**src/rtl/dpram_burst_reader_if.sv**
```systemverilog
// Control, dpram read port and output stream of the burst reader in one bundle.
// master = the reader itself, slave = whoever drives start/ram_q and consumes the stream.
interface dpram_burst_reader_if #(
    parameter int address_width = 10,
    parameter int data_width    = 8
);
    logic                     start;
    logic [address_width-1:0] start_address;
    logic [address_width:0]   length;
    logic                     abort;
    logic                     busy;
    logic                     done;
    logic [address_width-1:0] ram_address;
    logic [data_width-1:0]    ram_q;
    logic [data_width-1:0]    out_data;
    logic                     out_valid;
    logic                     out_ready;
    logic                     out_last;

    modport master (
        input  start, start_address, length, abort, ram_q, out_ready,
        output busy, done, ram_address, out_data, out_valid, out_last
    );

    modport slave (
        output start, start_address, length, abort, ram_q, out_ready,
        input  busy, done, ram_address, out_data, out_valid, out_last
    );
endinterface

```
**src/rtl/dpram_burst_reader.sv**
```systemverilog
// Burst read sequencer: one RAM read per cycle, first word out 3 cycles after start.
// A 3-entry buffer plus a one-read-in-flight credit absorbs out_ready stalls at full rate.
module dpram_burst_reader #(
    parameter int address_width = 10,
    parameter int data_width    = 8
) (
    input  logic                  clock,
    input  logic                  reset,
    dpram_burst_reader_if.master  bus
);
    localparam int depth = 3;

    typedef enum logic [1:0] {IDLE, FETCH, DRAIN, DONE} state_t;

    state_t                   state;
    state_t                   state_next;
    logic [address_width-1:0] ptr;
    logic [address_width:0]   remaining;
    logic                     pending;
    logic                     pending_last;
    logic [data_width-1:0]    fifo_data [depth];
    logic                     fifo_last [depth];
    logic [1:0]               fifo_count;
    logic [1:0]               wr_idx;
    logic                     issue;
    logic                     final_issue;
    logic                     launch;
    logic                     push;
    logic                     pop;

    always_ff @(posedge clock or posedge reset) begin
        if (reset) state <= IDLE;
        else       state <= state_next;
    end

    always_comb begin
        state_next = state;
        if (bus.abort) begin
            state_next = IDLE;
        end else begin
            case (state)
                IDLE:    if (bus.start) state_next = (bus.length == '0) ? DONE : FETCH;
                FETCH:   if (final_issue) state_next = DRAIN;
                DRAIN:   if (pop && fifo_last[0]) state_next = DONE;
                DONE:    state_next = IDLE;
                default: state_next = IDLE;
            endcase
        end
    end

    // Credit counts the read in flight, so issue never looks at out_ready.
    always_comb begin
        issue       = (state == FETCH) && (({1'b0, fifo_count} + {2'b00, pending}) < 3'd3);
        final_issue = issue && (remaining == (address_width+1)'(1));
        launch      = (state == IDLE) && bus.start && !bus.abort;
        push        = pending;
        pop         = (fifo_count != 2'd0) && bus.out_ready;
        wr_idx      = fifo_count - {1'b0, pop};
        bus.busy    = (state == FETCH) || (state == DRAIN);
        bus.done    = (state == DONE);
    end

    always_ff @(posedge clock or posedge reset) begin
        if (reset) begin
            ptr          <= '0;
            remaining    <= '0;
            pending      <= 1'b0;
            pending_last <= 1'b0;
            fifo_count   <= 2'd0;
            for (int i = 0; i < depth; i++) begin
                fifo_data[i] <= '0;
                fifo_last[i] <= 1'b0;
            end
        end else if (bus.abort) begin
            pending      <= 1'b0;
            pending_last <= 1'b0;
            fifo_count   <= 2'd0;
        end else begin
            if (launch) begin
                ptr       <= bus.start_address;
                remaining <= bus.length;
            end else if (issue) begin
                ptr       <= ptr + 1'b1;
                remaining <= remaining - 1'b1;
            end
            pending      <= issue;
            pending_last <= final_issue;
            // Head sits in slot 0 so out_data is a plain register.
            if (pop) begin
                for (int i = 0; i < depth-1; i++) begin
                    fifo_data[i] <= fifo_data[i+1];
                    fifo_last[i] <= fifo_last[i+1];
                end
            end
            if (push) begin
                fifo_data[wr_idx] <= bus.ram_q;
                fifo_last[wr_idx] <= pending_last;
            end
            fifo_count <= fifo_count + {1'b0, push} - {1'b0, pop};
        end
    end

    assign bus.ram_address = ptr;
    assign bus.out_data    = fifo_data[0];
    assign bus.out_valid   = (fifo_count != 2'd0);
    assign bus.out_last    = (fifo_count != 2'd0) && fifo_last[0];
endmodule

```
**src/flat_wrapper.sv**
```systemverilog
// flat-port wrapper written by rule: the top's interface ports become plain ports
module dpram_burst_reader_flat 
#(
    parameter int address_width = 10,
    parameter int data_width    = 8
)
  (clock, reset, bus_start, bus_start_address, bus_length, bus_abort, bus_ram_q, bus_out_ready, bus_busy, bus_done, bus_ram_address, bus_out_data, bus_out_valid, bus_out_last);
  dpram_burst_reader_if #(.address_width(address_width), .data_width(data_width)) bus_i ();
  input  logic clock;
  input  logic reset;
  input wire logic [$bits(bus_i.start)-1:0] bus_start;
  input wire logic [$bits(bus_i.start_address)-1:0] bus_start_address;
  input wire logic [$bits(bus_i.length)-1:0] bus_length;
  input wire logic [$bits(bus_i.abort)-1:0] bus_abort;
  input wire logic [$bits(bus_i.ram_q)-1:0] bus_ram_q;
  input wire logic [$bits(bus_i.out_ready)-1:0] bus_out_ready;
  output wire logic [$bits(bus_i.busy)-1:0] bus_busy;
  output wire logic [$bits(bus_i.done)-1:0] bus_done;
  output wire logic [$bits(bus_i.ram_address)-1:0] bus_ram_address;
  output wire logic [$bits(bus_i.out_data)-1:0] bus_out_data;
  output wire logic [$bits(bus_i.out_valid)-1:0] bus_out_valid;
  output wire logic [$bits(bus_i.out_last)-1:0] bus_out_last;
  assign bus_i.start = bus_start;
  assign bus_i.start_address = bus_start_address;
  assign bus_i.length = bus_length;
  assign bus_i.abort = bus_abort;
  assign bus_i.ram_q = bus_ram_q;
  assign bus_i.out_ready = bus_out_ready;
  assign bus_busy = bus_i.busy;
  assign bus_done = bus_i.done;
  assign bus_ram_address = bus_i.ram_address;
  assign bus_out_data = bus_i.out_data;
  assign bus_out_valid = bus_i.out_valid;
  assign bus_out_last = bus_i.out_last;
  dpram_burst_reader #(.address_width(address_width), .data_width(data_width)) u_core (.clock(clock), .reset(reset), .bus(bus_i));
endmodule
```
**config.mk**
```make
export PLATFORM = sky130hd
export DESIGN_NAME = dpram_burst_reader_flat
export DESIGN_NICKNAME = d
export VERILOG_FILES = /design/src/rtl/dpram_burst_reader_if.sv /design/src/rtl/dpram_burst_reader.sv /design/src/flat_wrapper.sv
export SDC_FILE = /design/constraint.sdc
export NUM_CORES = 1
export LEC_CHECK = 0
export BUFFER_PORTS_ARGS = -buffer_cell sky130_fd_sc_hd__buf_4
export CORE_MARGIN = 2
export CORE_UTILIZATION = 51
export CTS_CLUSTER_SIZE = 12
export DETAILED_ROUTE_END_ITERATION = 8
export GPL_ROUTABILITY_DRIVEN = 0
export PLACE_DENSITY = 0.86
export SYNTH_ARGS = -nofsm -noshare
export SYNTH_HDL_FRONTEND = slang
export SYNTH_SLANG_ARGS = --single-unit
```
**constraint.sdc**
```tcl
create_clock -name clock -period 3.12 [get_ports clock]
set_clock_uncertainty 0.1 [all_clocks]
set_input_delay 0.624 -clock clock [delete_from_list [all_inputs] [get_ports clock]]
set_output_delay 0.624 -clock clock [all_outputs]
set_load 0.05 [all_outputs]
```
==> reports/metrics.csv <==
stage;metric;value;unit
run_status;run_status;finished clean;
run;max-cap-violations;0;
yosys;synth_sequential_area_ratio;47.54;%
timing;worst_slew_margin_rel;44.47;%
timing;timing.final.hold_violations;0;
die;floorplan.initialDensity;52.27;%
route;vias;2226;
cts;clock_tree.buffer_depth;2;
yosys;ys_ff_latch;54;
timing;max_freq;371.5;MHz
timing;report.final.slew_viol_count;0;
layout;layout.cells.most_common_list;buf_4, dfrtp_1, nand2_1;
layout;final_common_cell;buf_4;
cts;cts.repair_timing.setup_buffer_count;0;
layout;seq_area;1351;um2
route;routed_wire_length_per_instance;14.04;um
cts;hold_fix_buffers_cts;0;
global_route;grt_max_degree;42;
die;die-width;78.66;um
route;ant_nets;0;
worst_setup_path;crit_chain;or2_2 > nand2_1 > inv_1 > ha_1 > xnor2_1 > and3_1 > nor2_1 > a22oi_1 > o21ai_0;
layout;layout.filler_cells;438;
cts;clkTransAtPathRegs;0.10;ns
pwr;static_leak;1.512;nW
die;dieArea;6187;um2
layout;drive_gt1_share;26.35;%
yosys;mappedNetlistArea;2843;um2
cts;cts_root_buf;clkbuf_8;
timing;tightest_slew;0.8320;ns
yosys;post_synth_inst_count;285;
route;drt_drc_violations_left;0;
global_route;first_pass_grt_wire_length;10120;um
pwr;p_per_area;991.0;nW/um2
worst_setup_path;arrival;2.81;ns
worst_hold_path;min_path_type;input port to async pin;
route;detail_route.first_pass.iterations;7;
worst_setup_path;start_kind;flip-flop;
yosys;synth_area_per_cell;9.974;um2
cts;clkSinkCount;54;
die;fp.dieH;78.66;um
cts;tritoncts;yes;
timing;post-route-period-util;86.29;%
timing;unrepaired_setup_endpoints_after_global_routing;false;
cts;postCtsResizedCells;0;
layout;syn2layout_area_growth;19.15;%
timing;timing.final.setup_violations;0;
global_route;vias_in_the_first_global_route;2263;
route;via_per_inst;5.483;
layout;antenna_cells_inserted;0;
yosys;synth_cell_types;38;
global_route;number_of_antenna_violations_at_the_first_check_in_global_routing;0;
route;detail_route.iter0.violations;129;
placed_design;placement.setup.worst_slack;0.4324;ns
worst_setup_path;timing.critical_path.to_type;flip-flop;
worst_setup_path;critical_path_s_slowest_cell;nor2_1;
global_route;global_route.overflow_total;0;
worst_setup_path;ff2ff_path_depth;9;
yosys;postSynthNetCount;332;
worst_setup_path;cp_slowest_stage_delay;0.47;ns
global_route;groute.usage.overall;20.33;%
route;routed_wl;5702;um
timing;fin_ws;0.4279;ns
timing;totalNegativeSetupSlack;0;ns
placed_design;dp_hpwl;4382;um
cts;insertion_delay_of_the_later_clocked_pin_in_the_worst_skew_pair;0.30;ns
worst_setup_path;crit_required;3.24;ns
timing;finalCriticalPeriod;2.692;ns
die;rows;27;
layout;final_nets;380;
timing;final_hold_slack;0.1516;ns
placed_design;port_buffers;55;
layout;multi_input_area;1349;um2
die;num_io_pins;56;
worst_setup_path;criticalPathCategory;flip-flop to flip-flop;
pwr;peakVddDrop;641.7;uV
die;coreArea;5439;um2
worst_setup_path;crit_fanout;11;
cts;htree_levels;2;
yosys;yosysWarningCount;0;
cts;cts_inserted_buffers;5;
-- report_power, final --
part / switching [mW] / internal, mW
sequential: 0.244 / 0.999
clock: 0.223 / 0.243
combinational: 1.05 / 0.598
-- cells by family after synthesis --
group / Yosys count / synth area share (%)
AO/OA/AOI/OAI: 65 / 14.00
XOR/XNOR: 22 / 6.778
adder cells (fa/ha/maj): 13 / 5.722
buffers and inverters: 28 / 5.017
flip-flops: 54 / 47.54
multiplexers: 11 / 4.313
AND/OR/NAND/NOR: 92 / 16.64
-- per-layer routing --
layer	share of wire, %	vias up	global-route usage, %
met2	51	70	34.27
li1	-	1088	-
met3	5.7	4	4.713
met4	0.53	0	5.439
met1	42	1064	26.36
met5	0	-	0
-- synth_stat cells --
master | n | area share [%]
buf_2 | 3 | 0.53
nand3b_1 | 2 | 0.53
a221oi_1 | 1 | 0.31
nand4b_1 | 2 | 0.62
nor4_1 | 5 | 1.1
nor3_1 | 2 | 0.35
nor3b_1 | 1 | 0.26
a31o_2 | 1 | 0.31
o21ai_0 | 18 | 3.2
mux2i_1 | 1 | 0.35
nand3_1 | 4 | 0.70
or4_4 | 1 | 0.40
nand2_1 | 30 | 4.0
nand4_1 | 5 | 1.1
nand2b_1 | 1 | 0.22
and2_1 | 1 | 0.22
nor3b_4 | 1 | 0.66
xnor2_1 | 4 | 1.2
mux2_2 | 10 | 4.0
o21bai_2 | 2 | 0.79
nand4bb_1 | 1 | 0.40
dfrtp_1 | 54 | 48
nor4b_2 | 1 | 0.53
or2_2 | 1 | 0.22
ha_1 | 13 | 5.7
a22oi_1 | 18 | 4.8
nor3_2 | 2 | 0.70
a32oi_1 | 1 | 0.31
buf_1 | 1 | 0.13
and3_1 | 3 | 0.66
nor2b_1 | 2 | 0.44
o21ai_2 | 1 | 0.31
a21oi_1 | 23 | 4.0
xor2_1 | 18 | 5.5
clkbuf_1 | 5 | 0.66
nor2_1 | 27 | 3.6
buf_4 | 9 | 2.4
inv_1 | 10 | 1.3
-- final cells by class --
type,count,area share (%)
Timing Repair Buffer,59,13.08
Multi-Input combinational cell,203,39.82
Clock inverter,3,1.404
Inverter,10,1.108
Tap cell,72,2.660
Clock buffer,5,2.032
Sequential cell,54,39.90
-- metrics by stage --
step	instances	area (um2)	power, mW	util [%]
after global placement	398	3271	2.826	60.13
final	406	3387	3.357	62.27
after global routing	406	3387	3.603	62.27
after CTS	406	3387	3.377	62.27
after floorplan	285	2843	2.509	-
after detailed placement	398	3271	2.899	60.13
-- worst paths after layout --
kind,startpoint,to,slack (ns)
worst max-delay path,u_core.fifo_count[1],u_core.bus.out_data[6],0.43
max in group asynchronous,reset,u_core.state[0],2.21
worst max register to register,u_core.fifo_count[1],u_core.bus.out_data[6],0.43
worst min register to register,u_core.bus.out_data[0],u_core.bus.out_data[0],0.39
min in group clock,u_core.bus.out_data[0],u_core.bus.out_data[0],0.39
worst min-delay path,reset,u_core.bus.ram_address[6],0.15
-- critical path: cells and delay by family (launching register included) --
family	cells	cell delay, ns
AND/OR/NAND/NOR	4	1.24
buffers and inverters	1	0.12
flip-flops	1	0.43
adder cells (fa/ha/maj)	1	0.22
AO/OA/AOI/OAI	2	0.36
XOR/XNOR	1	0.15
Power figures use the tool's default switching activity.
